`config.mk`:
```
export PLATFORM = sky130hd
export DESIGN_NAME = elevator_request_scheduler_flat
export DESIGN_NICKNAME = d
export VERILOG_FILES = /design/src/rtl/elevator_request_scheduler_if.sv /design/src/rtl/elevator_request_scheduler.sv /design/src/flat_wrapper.sv
export SDC_FILE = /design/constraint.sdc
export NUM_CORES = 1
export LEC_CHECK = 0
export CORE_AREA = 2 2 78 80
export DETAILED_ROUTE_END_ITERATION = 10
export DIE_AREA = 0 0 80 82
export DONT_BUFFER_PORTS = 1
export PLACE_DENSITY_LB_ADDON = 0.08
export SLEW_MARGIN = 10
export SYNTH_ARGS = -nofsm -noshare
export SYNTH_HDL_FRONTEND = slang
export SYNTH_SLANG_ARGS = --single-unit
```
`constraint.sdc`:
```
create_clock -name clk -period 4.5 [get_ports clk]
set_clock_uncertainty 0.2 [all_clocks]
set_input_delay 0.9 -clock clk [delete_from_list [all_inputs] [get_ports clk]]
set_output_delay 0.9 -clock clk [all_outputs]
set_load 0.01 [all_outputs]
```
`src/rtl/elevator_request_scheduler_if.sv`:
```
// Car-controller link: target floor/direction out, car position and status in.
// Latency: none, wires only.
// Backpressure: level-valid target; the car consumes target_floor while target_valid is high.
interface elevator_request_scheduler_if;
  logic [1:0] current_floor;
  logic       open_door;
  logic       busy;
  logic       overload;
  logic [1:0] target_floor;
  logic       target_valid;
  logic       dir_up;
  logic       dir_down;

  // Scheduler side: drives the target, watches the car.
  modport master (
    input  current_floor, open_door, busy, overload,
    output target_floor, target_valid, dir_up, dir_down
  );

  // Car controller side.
  modport slave (
    output current_floor, open_door, busy, overload,
    input  target_floor, target_valid, dir_up, dir_down
  );
endinterface

```
`src/rtl/elevator_request_scheduler.sv`:
```
// Latches cab/hall presses and picks the next target floor with a LOOK policy; parks at HOME_FLOOR when idle.
// Latency: press -> pending 1 cycle, press -> target 2 cycles; all outputs registered.
// Backpressure: overload freezes state, target and idle counter; pending keeps latching and clearing.
module elevator_request_scheduler #(
  parameter logic [1:0]  HOME_FLOOR   = 2'd0,
  parameter int unsigned IDLE_TIMEOUT = 50
) (
  input  logic                                clk,
  input  logic                                reset,
  input  logic [3:0]                          floor_btn,
  input  logic [3:0]                          call_btn,
  output logic [3:0]                          pending,
  elevator_request_scheduler_if.master        car
);

  typedef enum logic [1:0] {S_IDLE, S_UP, S_DOWN, S_HOME} state_t;

  localparam logic [7:0] TIMEOUT = 8'(IDLE_TIMEOUT);

  state_t     state, state_nxt;
  logic [1:0] tgt_q, tgt_nxt;
  logic [7:0] idle_cnt, idle_cnt_nxt;
  logic       vld_q, up_q, dn_q;

  logic [3:0] clr;
  logic       up_found, dn_found;
  logic [1:0] up_f, dn_f;
  logic [1:0] up_dist, dn_dist;
  logic       idle_cond;

  // Door open at the current floor serves (and clears) that floor's request.
  always_comb begin
    clr = 4'b0000;
    if (car.open_door) clr = 4'b0001 << car.current_floor;
  end

  // Nearest pending floor at/above and at/below the car.
  always_comb begin
    up_found = 1'b0;
    up_f     = 2'd0;
    dn_found = 1'b0;
    dn_f     = 2'd0;
    for (int i = 3; i >= 0; i--) begin
      if (pending[i] && (2'(i) >= car.current_floor)) begin
        up_found = 1'b1;
        up_f     = 2'(i);
      end
    end
    for (int i = 0; i < 4; i++) begin
      if (pending[i] && (2'(i) <= car.current_floor)) begin
        dn_found = 1'b1;
        dn_f     = 2'(i);
      end
    end
    up_dist = up_f - car.current_floor;
    dn_dist = car.current_floor - dn_f;
  end

  assign idle_cond = (state == S_IDLE) && (pending == 4'b0000) && !car.busy &&
                     (car.current_floor != HOME_FLOOR);

  // Next state, next target and idle counter; everything holds under overload.
  always_comb begin
    state_nxt    = state;
    tgt_nxt      = tgt_q;
    idle_cnt_nxt = idle_cnt;
    if (!car.overload) begin
      idle_cnt_nxt = idle_cond ? idle_cnt + 8'd1 : 8'd0;
      unique case (state)
        S_IDLE: begin
          if (pending != 4'b0000) begin
            // Distance tie (and a request at the car's own floor) goes up.
            if (up_found && (!dn_found || (up_dist <= dn_dist))) begin
              state_nxt = S_UP;
              tgt_nxt   = up_f;
            end else begin
              state_nxt = S_DOWN;
              tgt_nxt   = dn_f;
            end
          end else if (idle_cond && (idle_cnt == TIMEOUT)) begin
            state_nxt = S_HOME;
            tgt_nxt   = HOME_FLOOR;
          end
        end
        S_UP: begin
          if (pending == 4'b0000) begin
            state_nxt = S_IDLE;
          end else if (up_found) begin
            tgt_nxt = up_f;
          end else begin
            state_nxt = S_DOWN;
            tgt_nxt   = dn_f;
          end
        end
        S_DOWN: begin
          if (pending == 4'b0000) begin
            state_nxt = S_IDLE;
          end else if (dn_found) begin
            tgt_nxt = dn_f;
          end else begin
            state_nxt = S_UP;
            tgt_nxt   = up_f;
          end
        end
        S_HOME: begin
          // A new request aborts parking; dispatch happens from IDLE.
          if (pending != 4'b0000) begin
            state_nxt = S_IDLE;
          end else if ((car.current_floor == HOME_FLOOR) && !car.busy) begin
            state_nxt = S_IDLE;
          end
        end
        default: state_nxt = S_IDLE;
      endcase
    end
  end

  // State, pending latch and registered output flags.
  always_ff @(posedge clk) begin
    if (reset) begin
      pending  <= 4'b0000;
      state    <= S_IDLE;
      tgt_q    <= 2'd0;
      idle_cnt <= 8'd0;
      vld_q    <= 1'b0;
      up_q     <= 1'b0;
      dn_q     <= 1'b0;
    end else begin
      pending  <= (pending | floor_btn | call_btn) & ~clr;
      state    <= state_nxt;
      tgt_q    <= tgt_nxt;
      idle_cnt <= idle_cnt_nxt;
      vld_q    <= (state_nxt != S_IDLE);
      up_q     <= (state_nxt == S_UP);
      dn_q     <= (state_nxt == S_DOWN);
    end
  end

  assign car.target_floor = tgt_q;
  assign car.target_valid = vld_q;
  assign car.dir_up       = up_q;
  assign car.dir_down     = dn_q;

endmodule

```
`src/flat_wrapper.sv`:
```
// flat-port wrapper written by rule: the top's interface ports become plain ports
module elevator_request_scheduler_flat 
#(
  parameter logic [1:0]  HOME_FLOOR   = 2'd0,
  parameter int unsigned IDLE_TIMEOUT = 50
)
  (clk, reset, floor_btn, call_btn, pending, car_current_floor, car_open_door, car_busy, car_overload, car_target_floor, car_target_valid, car_dir_up, car_dir_down);
  elevator_request_scheduler_if car_i ();
  input  logic clk;
  input  logic reset;
  input  logic [3:0] floor_btn;
  input  logic [3:0] call_btn;
  output logic [3:0] pending;
  input wire logic [$bits(car_i.current_floor)-1:0] car_current_floor;
  input wire logic [$bits(car_i.open_door)-1:0] car_open_door;
  input wire logic [$bits(car_i.busy)-1:0] car_busy;
  input wire logic [$bits(car_i.overload)-1:0] car_overload;
  output wire logic [$bits(car_i.target_floor)-1:0] car_target_floor;
  output wire logic [$bits(car_i.target_valid)-1:0] car_target_valid;
  output wire logic [$bits(car_i.dir_up)-1:0] car_dir_up;
  output wire logic [$bits(car_i.dir_down)-1:0] car_dir_down;
  assign car_i.current_floor = car_current_floor;
  assign car_i.open_door = car_open_door;
  assign car_i.busy = car_busy;
  assign car_i.overload = car_overload;
  assign car_target_floor = car_i.target_floor;
  assign car_target_valid = car_i.target_valid;
  assign car_dir_up = car_i.dir_up;
  assign car_dir_down = car_i.dir_down;
  elevator_request_scheduler #(.HOME_FLOOR(HOME_FLOOR), .IDLE_TIMEOUT(IDLE_TIMEOUT)) u_core (.clk(clk), .reset(reset), .floor_btn(floor_btn), .call_btn(call_btn), .pending(pending), .car(car_i));
endmodule
```
* After elaboration in Yosys (flattened, before gate mapping)
Cells that the tools add are included.
Word-level totals: register bits after elaboration 19, output and inout port bits 9, word-level logic and storage cells 95
Cells by class: $add $sub $neg 3, reductions and logical operators 25, magnitude comparators 9, shift operators 1, bitwise gates (word level) 5, muxes and demuxes 36, equal/unequal tests 9
Operators with widths (number):
- 2-bit 2-to-1 mux | 23
- 1-bit logical AND | 14
- 1-bit 2-to-1 mux | 9
- 8-bit by 1-bit adder with 8-bit output (second input constant) | 1
- 8-bit by 6-bit == test with 1-bit output (second input constant) | 1
- 8-bit 2-to-1 mux | 1
- 4-bit OR | 2
- 2-bit case mux with 4 select lines | 1
- 2-bit == test (second input constant) | 3
- 2-bit case mux with 3 select lines | 1
- 5-bit AND reduction | 1
- 4-bit AND | 1
- 2-bit by 1-bit == test with 1-bit output (second input constant) | 2
- 1-bit by 2-bit >= comparator with 1-bit output (first input constant) | 2
- 2-bit >= comparator (first input constant) | 2
- 1-bit by 2-bit <= comparator with 1-bit output (first input constant) | 2
- 2-bit <= comparator (first input constant) | 2
- 2-bit logical NOT | 2
- 4-bit logical NOT | 1
- 4-bit 2-to-1 mux | 1
- 2-bit != test (second input constant) | 2
- 4-bit inverter | 1
- 2-bit nonzero test | 2
- 4-bit nonzero test | 1
- 8 further kinds | 10

* Longest topological paths before layout
Gate-level depths: netlist of run 1.
depth after elaboration 15, depth in mapped cells 14, gate-level depth less buffers 13

* Worst setup path after synthesis of run 1
OpenSTA, ideal clock, no wires.
kind in2reg, start input port car_current_floor[1], end register u_core.tgt_q[0] (netlist: u_core.car.target_floor[0]), arrival 3214 ps, setup slack 964 ps, library setup time 122 ps, cell stages on the path 14, path buffers 2, cells stage by stage clkbuf_8 clkbuf_1 a21oi_1 o22ai_1 ha_1 xnor2_1 xnor2_1 ha_1 nor2b_1 o21ai_0 o22ai_1 nor2b_1 o32ai_1 o31ai_1
On the way: word-level cells in the longest chain between the ends 13, elaborated cells on any way between the ends 49
Ends and longest elaborated chain:
- from (decl) | line flat_wrapper.sv:14 | input wire logic [$bits(car_i.current_floor)-1:0] car_current_floor;
- 2-bit >= comparator | line elevator_request_scheduler.sv:44 | if (pending[i] && (2'(i) >= car.current_floor)) begin
- 1-bit logical AND | line elevator_request_scheduler.sv:44
- 2-bit 2-to-1 mux (4 in series) | line elevator_request_scheduler.sv:44
- 2-bit subtractor | line elevator_request_scheduler.sv:55 | up_dist = up_f - car.current_floor;
- 2-bit <= comparator | line elevator_request_scheduler.sv:73 | if (up_found && (!dn_found || (up_dist <= dn_dist))) begin
- 1-bit logical OR | line elevator_request_scheduler.sv:73
- 1-bit logical AND | line elevator_request_scheduler.sv:73
- 2-bit 2-to-1 mux | line elevator_request_scheduler.sv:73
- 2-bit 2-to-1 mux | line elevator_request_scheduler.sv:71 | if (pending != 4'b0000) begin
- 2-bit case mux with 3 select lines | line elevator_request_scheduler.sv:69 | unique case (state)
- to (signal assigned) | line elevator_request_scheduler.sv:131 | tgt_q <= tgt_nxt;
- to (decl) | line elevator_request_scheduler.sv:21 | logic [1:0] tgt_q, tgt_nxt;
Parallel ways exist; a longest one is shown, timed or not. The select of a mux whose other input is x is not followed. A chain may end at the register's enable or synchronous reset.

* Final worst setup path of run 1
start register u_core.pending[0], end register u_core.tgt_q[0] (netlist: u_core.car.target_floor[0])
On the way: word-level cells in the longest chain between the ends 11, elaborated cells on any way between the ends 30
Ends and longest elaborated chain:
- from (decl) | line elevator_request_scheduler.sv:12 | output logic [3:0] pending,
- from (signal assigned) | line elevator_request_scheduler.sv:129 | pending <= (pending | floor_btn | call_btn) & ~clr;
- branches (longest 11 deep; another with 2-bit subtractor)
Parallel ways; which one is timed is not known. The select of a mux whose other input is x is not followed.

==> results of run 1 <==
## synthesized netlist by cell type (2+ instances only)
library cell,n
nor2_1,20
dfxtp_1,19
inv_1,13
ha_1,10
a21oi_1,9
nand2_1,8
nor3_1,8
o21ai_0,8
xor2_1,6
clkbuf_1,5
nor2b_1,5
xnor2_1,4
a211oi_1,3
a311oi_1,3
nand4_1,3
o21a_1,3
a21o_1,2
a32oi_1,2
and3_1,2
buf_6,2
nand2b_1,2
nand4b_1,2
o22ai_1,2
o31ai_1,2
or4_4,2
## per-stage QoR
| stage | util | setup slack [ns] | hold slack [ns] |
|---|---|---|---|
| after global routing | 0.256 | 0.839 | 0.339 |
| final | 0.256 | 1.18 | 0.309 |
| after global placement | 0.248 | 1.01 | 0.303 |
| after floorplan | - | 0.964 | 0.280 |
| after detailed placement | 0.248 | 0.931 | 0.304 |
| after CTS | 0.256 | 1.16 | 0.315 |
## power by group
group / switching (mW) / internal (mW)
logic: 0.0760 / 0.0616
clock network: 0.0528 / 0.0613
registers: 0.0227 / 0.183
total: 0.151 / 0.306
## metal layers
metal | track usage | vias up | share of wire
met5 | 0 | - | 0
met4 | 0.0508 | 0 | 0.011
met3 | 0.0165 | 2 | 0.033
met2 | 0.218 | 20 | 0.53
met1 | 0.131 | 579 | 0.43
li1 | - | 603 | -
## registers in the layout, indices dropped and copies added (netlist names)
register,flops
u_core.pending,4
u_core.car.target_floor,2
u_core.car.dir_down,1
u_core.state,2
u_core.car.dir_up,1
u_core.idle_cnt,8
u_core.car.target_valid,1
## final cells by class
cell class,instances,area (um^2),area share
multi-input cells,130,900,0.612
flip-flops and latches,19,380,0.259
well taps,75,93.8,0.0639
inverters,13,48.8,0.0332
clock buffers,3,41.3,0.0281
clock inverters,1,5.00,0.00341
## tightest hold or removal path, cell delays in order (launching register included)
cell,delay (ns)
dfxtp_1,0.34
nand2_1,0.08
a21oi_2,0.05
## how the worst min path moves through the flow
stage / from / slack, ns / depth (start not counted) / to
after floorplan: u_core.idle_cnt[7] / 0.28 / 2 / u_core.idle_cnt[7]
after global placement: u_core.car.target_floor[1] / 0.30 / 2 / u_core.car.target_floor[1]
after detailed placement: u_core.car.target_floor[1] / 0.30 / 2 / u_core.car.target_floor[1]
after CTS: u_core.car.target_floor[1] / 0.31 / 2 / u_core.car.target_floor[1]
after global routing: u_core.car.target_floor[1] / 0.34 / 2 / u_core.car.target_floor[1]
final: u_core.car.target_floor[1] / 0.31 / 2 / u_core.car.target_floor[1]
## cell families after synthesis
kind of cell             count (synthesis)  synth area share
buffers and inverters                   22            0.0784
XOR/XNOR                                10            0.0631
AO/OA/AOI/OAI                           48             0.241
adder cells (fa/ha/maj)                 10            0.0901
AND/OR/NAND/NOR                         62             0.253
flip-flops                              19             0.274
==> results.md, run 1 <==
- Reg-to-Reg Start: u_core.pending[0]
- Synthesis-to-finish area growth: 5.77%
- Hold/Removal Path Class: flop to flop
- Mapped Avg Cell Area: 8.12 um^2
- Setup violators final: 0
- Chip Height: 82 um
- Total of cells resized after clock tree synthesis: 0
- Insertion delay of the later-clocked pin in the worst-skew pair: 0.25 ns
- Post-synthesis instance area: 1390 um^2
- Critical Path Stages: 13
- Type of element launching the critical path: flop
- Ordered cell list for the critical path: nor2b_1, a21oi_1, o22ai_1, ha_1, xnor2_1, xnor2_1, ha_1, nor2b_1, o21ai_0, o22ai_1, nor2b_1, o32ai_1, o31ai_1
- Actual slew at the worst max-slew pin: 0.630 ns
- Kind of critical path: flop to flop
- Post-layout net count: 192
- Slowest Stage Delay on Critical Path: 0.58 ns
- Via-per-instance ratio: 5.00
- Number of distinct library cell variants in the gate-level netlist after synthesis: 51
- RePlAce Congestion: 0.809
- Critical Path Most Common Cell: nor2b_1
- Root buffer selected by CTS: clkbuf_8
- Boundary Pins: 24
- Share of flip-flops with an asynchronous set or reset: 0
- Depth of the worst register-to-register path: 13
- CP endpoint kind: flop
- Sink Count: 19
- Origin of the worst setup path: u_core.pending[0]
- Cell count after synthesis: 171
- Synth Net Count: 196
- Standard cell with the maximum stage delay on the critical path: dfxtp_1
- Dominant register cell in the synthesized netlist: dfxtp_1
- Total number of H-tree levels: 1
- Top post-synthesis cells by area: dfxtp_1, ha_1, nor2_1
- Detailed Route WL: 3530 um
- Detailed placement HPWL: 2780 um
- Fill cell total of the finished layout: 650
- Slack of the worst reg-to-reg path: 1.18 ns
- Final count of pins violating max slew: 0
- Setup repair after global routing missed its margin: false
- Required time of the critical path: 4.44 ns
- Count of flip-flops with a built-in enable after synthesis: 0
- Worst setup path endpoint: u_core.car.target_floor[0]
- Number of buffers inserted by hold repair at cts: 0
- Via count: 1204
- Flops & latches, synth: 19
- CTS tree: done
- Total leakage power: 0.546 nW
- Commonest non-fill, non-tap cells in the layout: nor2_1, dfxtp_1, inv_1
- Leading cell type in the layout, fill and taps excluded: nor2_1
- FP Rows: 28
- Crit path arrival time: 3.26 ns
- Maximum number of pins on one net before global-route repair: 20
- Initial DRT Pass Iterations: 5
- Die Span X: 80 um
- Sum Neg Setup Slack: 0 ns
- Pwr/cell area: 311 nW/um^2
- DR WL/cell: 14.7 um
- Number of violations of the max-capacitance limit: 0
- Post-layout instance count excluding filler cells: 241
- Port Buffer Count: 0
- Number of buffer and inverter stages on the critical path: 0
- Post-route antenna net violation count: 0
- Setup Buffers After CTS: 0
- Slew Limit Headroom: 0.577
- Portion of the clock cycle consumed by the worst path in the final layout: 0.737
- Warnings from Yosys: 0
- Initial DRC Count: 35
- Core Area: 5750 um^2
- Result of the run: finished, final reports clean
- Cell class contributing the biggest share of worst-path delay: compound AO/OA/AOI/OAI gates
- Total gr overflow: 0
- Die Area: 6560 um^2
- Ant. Diodes: 0
- Dominant cell type by area after synthesis: dfxtp_1
- Number of antenna violations at the first check in global routing: 0
- # placed instances: 237
- CTS buffer count: 3
- Proportion of netlist area held by the largest area contributor: 0.274
- Global Route Usage Sum: 0.117
- Number of global-route vias before repair: 1242
- Placed Instance Area: 1420 um^2
- Post-layout minimum cycle time: 3.32 ns
- Power after layout: 0.457 mW
- Clock edge transition at the registers on the reported setup and hold paths: 0.07 ns
- Finished layout cell area: 1470 um^2
- Maximum clock frequency: 0.301 GHz
- Layout cells sized above 1: 0.0843
- Final Hold Vio Count: 0
- Final routed DRC violation total: 0
- Sequential cell area fraction in the yosys report: 0.274
- Effective utilization at floorplan: 0.242
- Buffers from clock root to sink, at most: 2
- Wire length of the first global-routing pass: 5940 um
- Crit Reg-Reg Endpoint: u_core.car.target_floor[0]
- Maximum ir drop on the vdd rail: 89.1 uV
- Critical path peak fanout: 9
No activity file was read; power rests on OpenSTA's default activity.
==> run 2: changes to the inputs <==
==> constraint.sdc (replaced) <==
create_clock -name clk -period 2.71 [get_ports clk]
set_clock_uncertainty 0.2 [all_clocks]
set_input_delay 0.542 -clock clk [delete_from_list [all_inputs] [get_ports clk]]
set_output_delay 0.542 -clock clk [all_outputs]
set_load 0.01 [all_outputs]
==> results.md, run 2 (same netlist as run 1, synthesis figures left out) <==
- CP endpoint kind: flop
- Reg-to-Reg Start: u_core.pending[0]
- Post-layout minimum cycle time: 2.65 ns (-0.667 ns)
- Hold/Removal Path Class: primary input to flop
- Total gr overflow: 0 (unchanged)
- Slew Limit Headroom: 0.623 (+0.0464)
- Final core utilization: 0.305 (+0.0490)
- Insertion delay of the later-clocked pin in the worst-skew pair: 0.25 ns (about the same)
- Top reg by flops: u_core.idle_cnt
- Post-layout instance count excluding filler cells: 263 (+9.1%)
- Standard cell with the maximum stage delay on the critical path: dfxtp_2
- RePlAce Congestion: 0.763 (-5.7%)
- Detailed Route WL: 3710 um (+5.2%)
- Switching part of the total: 0.337 (+0.00517)
- Sink Count: 19 (unchanged)
- Ant. Diodes: 0 (unchanged)
- Critical path peak fanout: 2 (-7)
- Required time of the critical path: 2.66 ns (-1.78 ns)
- Clock edge transition at the registers on the reported setup and hold paths: 0.07 ns (about the same)
- Synthesis-to-finish area growth: 26.0%
- Fraction of power consumed by combinational cells: 0.402 (+0.101)
- Actual slew at the worst max-slew pin: 0.561 ns (-0.0691 ns)
- Slowest Stage Delay on Critical Path: 0.32 ns (-0.26 ns)
- Global Route Usage Sum: 0.122 (+0.00508)
- CTS tree: done
- Cell class contributing the biggest share of worst-path delay: compound AO/OA/AOI/OAI gates
- Root buffer selected by CTS: clkbuf_8
- Maximum number of pins on one net before global-route repair: 20 (unchanged)
- Final count of pins violating max slew: 0 (unchanged)
- Die Span X: 80 um (unchanged)
- Total leakage power: 0.692 nW (+27%)
- Setup repair after global routing missed its margin: true
- CTS buffer count: 3 (unchanged)
- Number of violations of the max-capacitance limit: 0 (unchanged)
- Final routed DRC violation total: 0 (unchanged)
- Leading cell type in the layout, fill and taps excluded: buf_4
- Number of buffer and inverter stages on the critical path: 0 (unchanged)
- Post-layout net count: 214 (+11%)
- Combined area of the multi-input logic cells: 1010 um^2 (+12%)
- Core Area: 5750 um^2 (unchanged)
- Maximum ir drop on the vdd rail: 162 uV (+82%)
- Layout cells sized above 1: 0.303 (+0.219)
- Initial DRT Pass Iterations: 4 (-1)
- Relative contribution of the clock network to total power: 0.220 (-0.030)
- Post-route antenna net violation count: 0 (unchanged)
- Power after layout: 0.877 mW (+92%)
- # placed instances: 256 (+8.0%)
- Power Internal: 0.582 mW (+90%)
- Pwr/cell area: 501 nW/um^2 (+61%)
- Ordered cell list for the critical path: nor2b_4, a21oi_2, o22ai_2, ha_2, xnor2_2, xnor2_1, ha_1, nor2b_4, o21ai_4, or2b_1, a221oi_2, a311o_1, a21oi_2
- Fill cell total of the finished layout: 636 (-2.2%)
- Detailed placement HPWL: 2900 um (+4.3%)
- Buffers from clock root to sink, at most: 2 (unchanged)
- Flip-flop and latch area: 387 um^2 (+1.6%)
- Portion of the clock cycle consumed by the worst path in the final layout: 0.978 (+0.241)
- Number of flip-flops under the largest register name: 8 (unchanged)
- FP Rows: 28 (unchanged)
- Type of element launching the critical path: flop
- Die Area: 6560 um^2 (unchanged)
- Via count: 1306 (+8.5%)
- Setup violators final: 0 (unchanged)
- Total number of H-tree levels: 1 (unchanged)
- Via-per-instance ratio: 4.97 (-0.60%)
- Result of the run: finished, final reports clean
- Chip Height: 82 um (unchanged)
- Switching power summed over all nets: 0.295 mW (+95%)
- Commonest non-fill, non-tap cells in the layout: buf_4, nor2_1, dfxtp_1
- Crit path arrival time: 2.60 ns (-0.66 ns)
- Sum Neg Setup Slack: 0 ns (unchanged)
- Origin of the worst setup path: u_core.pending[0]
- Worst Hold Launch: reset
- Initial DRC Count: 65 (+86%)
- Number of buffers inserted by hold repair at cts: 0 (unchanged)
- Wire length of the first global-routing pass: 6220 um (+4.6%)
- Final worst hold slack: 0.144 ns (-0.165 ns)
- Number of antenna violations at the first check in global routing: 0 (unchanged)
- Final Hold Vio Count: 0 (unchanged)
- Effective utilization at floorplan: 0.242 (unchanged)
- Boundary Pins: 24 (unchanged)
- Kind of critical path: flop to flop
- Maximum clock frequency: 0.377 GHz (+25%)
- Number of global-route vias before repair: 1325 (+6.7%)
- DR WL/cell: 14.1 um (-3.6%)
- Port Buffer Count: 0 (unchanged)
- Top flop regs: u_core.idle_cnt x8, u_core.pending x4
- Part of the total power dissipated in sequential elements: 0.378 (-0.071)
## run 2: cell count changes in the layout (fill, tap and decap cells not counted), sizes merged
| cell | change |
|---|---|
| buf | +22 |
## run 2: area by class of cell
type	instances	share of cell area
multi-input combinational	130	0.575
sequential	19	0.221
timing repair buffer	22	0.0944
tap	75	0.0536
inverter	13	0.0293
clock buffer	3	0.0236
clock inverter	1	0.00286
## run 2: path summary, 6_finish.rpt
path                                              endpoint  slack, ns  cells after the start
worst max-delay path            u_core.car.target_floor[1]       0.06                     13
worst min register to register  u_core.car.target_floor[1]       0.32                      2
worst max register to register  u_core.car.target_floor[1]       0.06                     13
worst min-delay path            u_core.car.target_floor[1]       0.14                      1
## run 2: through the flow
stage | setup slack (ns) | cell area (um^2)
3_3_place_gp | -0.233 | 1590
2_1_floorplan | -0.264 | 1430
5_1_grt | -0.0658 | 1750
4_1_cts | -0.00255 | 1650
3_5_place_dp | -0.217 | 1590
6_report | 0.0585 | 1750
## run 2: per-layer routing
| metal | vias to the layer above | share of wire | GRT usage |
|---|---|---|---|
| met5 | - | 0 | 0 |
| met3 | 5 | 0.027 | 0.0165 |
| met1 | 637 | 0.44 | 0.138 |
| met4 | 0 | 0.014 | 0.0593 |
| met2 | 17 | 0.52 | 0.223 |
| li1 | 647 | - | - |
## run 2: what timing repair did
| item | in CTS | in global routing |
|---|---|---|
| gates resized for setup | 5 | 18 |
| pin swaps | 4 | 13 |
| endpoints found under the hold margin | 0 | 0 |
| setup endpoints to repair | 5 | 6 |
| buffers inserted | 0 | 3 |
## run 2: power groups by stage
stage	clock network [mW]	registers [mW]	logic, mW
3_5_place_dp	0	0.336	0.284
4_1_cts	0.207	0.331	0.287
3_3_place_gp	0	0.337	0.285
5_1_grt	0.217	0.335	0.390
6_report	0.193	0.331	0.353
2_1_floorplan	0	0.333	0.219
## run 2: worst reg2reg max path, delay by kind of cell (launching register included)
kind / cells / cell delay [ns]
and+or+nand+nor: 3 / 0.54
adders and majority gates: 2 / 0.49
xor gates and xnor gates: 2 / 0.26
DFF: 1 / 0.32
AOI/OAI and AO/OA: 6 / 0.74
==> run 3: changes to the inputs <==
--- a/config.mk
+++ b/config.mk
@@ -10,6 +10,7 @@
 export DIE_AREA = 0 0 80 82
 export DONT_BUFFER_PORTS = 1
 export PLACE_DENSITY_LB_ADDON = 0.08
+export RECOVER_POWER = 25
 export SLEW_MARGIN = 10
 export SYNTH_ARGS = -nofsm -noshare
 export SYNTH_HDL_FRONTEND = slang
==> constraint.sdc (replaced) <==
create_clock -name clk -period 2.71 [get_ports clk]
set_clock_uncertainty 0.2 [all_clocks]
set_input_delay 0.271 -clock clk [delete_from_list [all_inputs] [get_ports clk]]
set_output_delay 0.271 -clock clk [all_outputs]
set_load 0.01 [all_outputs]
==> results.md, run 3 (same netlist as run 1, synthesis figures left out) <==
- Result of the run: finished, final reports clean
- Die Area: 6560 um^2 (unchanged)
- Actual slew at the worst max-slew pin: 0.837 ns (+0.276 ns)
- Wire length of the first global-routing pass: 6270 um (+0.79%)
- Post-layout minimum cycle time: 2.70 ns (+0.0463 ns)
- Layout cells sized above 1: 0.253 (-0.0505)
- Detailed placement HPWL: 2820 um (-3.0%)
- Post-route antenna net violation count: 0 (unchanged)
- Reg-to-Reg Start: u_core.pending[0]
- Initial DRT Pass Iterations: 4 (unchanged)
- Die Span X: 80 um (unchanged)
- Root buffer selected by CTS: clkbuf_8
- FP Rows: 28 (unchanged)
- Initial DRC Count: 68 (+4.6%)
- Number of global-route vias before repair: 1321 (-0.30%)
- Synthesis-to-finish area growth: 26.0% (unchanged)
- Effective utilization at floorplan: 0.242 (unchanged)
- Number of flip-flops under the largest register name: 8 (unchanged)
- CTS tree: done
- Ant. Diodes: 0 (unchanged)
- Portion of the clock cycle consumed by the worst path in the final layout: 0.995 (+0.0171)
- Total leakage power: 0.680 nW (-1.7%)
- Setup repair after global routing missed its margin: true
- Chip Height: 82 um (unchanged)
- Required time of the critical path: 2.66 ns (about the same)
- Boundary Pins: 24 (unchanged)
- Final Hold Vio Count: 0 (unchanged)
- Insertion delay of the later-clocked pin in the worst-skew pair: 0.26 ns (about the same)
- Total gr overflow: 0 (unchanged)
- Via count: 1278 (-2.1%)
- Maximum clock frequency: 0.371 GHz (-1.7%)
- Maximum number of pins on one net before global-route repair: 20 (unchanged)
- Total number of H-tree levels: 1 (unchanged)
- Commonest non-fill, non-tap cells in the layout: nor2_1, dfxtp_1, buf_4
- Detailed Route WL: 3810 um (+2.6%)
- Sink Count: 19 (unchanged)
- Post-layout instance count excluding filler cells: 261 (-0.76%)
- Pwr/cell area: 509 nW/um^2 (+1.5%)
- Worst Hold Launch: car_overload
- Placed Instance Area: 1530 um^2 (-3.8%)
- Crit path arrival time: 2.64 ns (+0.04 ns)
- Origin of the worst setup path: u_core.pending[0]
- Top reg by flops: u_core.idle_cnt
- Type of element launching the critical path: flop
- # placed instances: 248 (-3.1%)
- Leading cell type in the layout, fill and taps excluded: nor2_1
- Setup violators final: 0 (unchanged)
- DR WL/cell: 14.6 um (+3.4%)
- Critical path peak fanout: 4 (+2)
- Core Area: 5750 um^2 (unchanged)
- CP endpoint kind: flop
- Clock edge transition at the registers on the reported setup and hold paths: 0.07 ns (about the same)
- Power after layout: 0.891 mW (+1.5%)
- Hold/Removal Path Class: primary input to flop
- Number of antenna violations at the first check in global routing: 0 (unchanged)
- Final routed DRC violation total: 0 (unchanged)
- Post-layout net count: 212 (-0.93%)
- Number of violations of the max-capacitance limit: 0 (unchanged)
- RePlAce Congestion: 0.762 (about the same)
- Top flop regs: u_core.idle_cnt x8, u_core.pending x4
- Via-per-instance ratio: 4.90 (-1.4%)
- Kind of critical path: flop to flop
- Finished layout cell area: 1750 um^2 (unchanged)
- Buffers from clock root to sink, at most: 2 (unchanged)
- Global Route Usage Sum: 0.123 (+0.00101)
- Slew Limit Headroom: 0.438 (-0.185)
- Port Buffer Count: 0 (unchanged)
- Final count of pins violating max slew: 0 (unchanged)
- Maximum ir drop on the vdd rail: 201 uV (+24%)
- CTS buffer count: 3 (unchanged)
[run 3: repair_timing]
action,CTS,global route
pin swaps,9,10
setup endpoints to repair,4,7
gates resized for setup,4,14
hold buffers,6,0
hold endpoints to repair,12,0
buffers inserted,2,1
[run 3: metal layers]
layer	track usage	wire [um]	vias up	part of all wire
met3	0.0154	77	7	0.020
met5	0	0	-	0
met2	0.213	1890	15	0.50
met4	0.0746	124	0	0.033
met1	0.144	1710	612	0.45
li1	-	-	644	-
[run 3: area by class of cell]
cell class	count	area, um^2
Fill cell	652	4000
Multi-Input combinational cell	130	1010
Sequential cell	19	384
Timing Repair Buffer	20	165
Tap cell	75	93.8
Inverter	13	48.8
Clock buffer	4	45.0
[run 3: path summary, 6_finish.rpt]
check / end / slack [ns] / cells after the start
setup / recovery: u_core.car.target_floor[0] / 0.01 / 13
hold / removal: u_core.state[1] / 0.02 / 2
setup reg to reg: u_core.car.target_floor[0] / 0.01 / 13
hold reg to reg: u_core.car.target_floor[1] / 0.33 / 2
[run 3: report_power, final]
part	switching (mW)	total [mW]	internal, mW
sequential	0.0246	0.328	0.304
combinational	0.182	0.361	0.178
clock	0.0967	0.201	0.105
total	0.303	0.891	0.587
[run 3: through the flow]
stage / hold slack, ns / setup slack, ns / TNS, ns / utilization
6_report: 0.0166 / 0.0122 / 0 / 0.305
5_1_grt: 0.0318 / -0.128 / -0.532 / 0.305
4_1_cts: 0.0192 / -0.0323 / -0.0387 / 0.291
3_5_place_dp: 0.137 / -0.0816 / -0.146 / 0.267
3_3_place_gp: 0.137 / -0.0434 / -0.0434 / 0.267
2_1_floorplan: 0.150 / -0.00407 / -0.00407 / -
[run 3: worst max-delay path: stages, from the launching register on]
cell     delay (ns)
dfxtp_2        0.32
nor2b_4        0.12
a21oi_2        0.13
o22ai_2        0.11
ha_2           0.19
xnor2_2        0.13
xnor2_1        0.13
ha_1           0.31
nor2b_4        0.14
o21ai_4        0.14
o22ai_4        0.11
nor2b_4        0.18
o32ai_2        0.27
o31ai_1        0.11
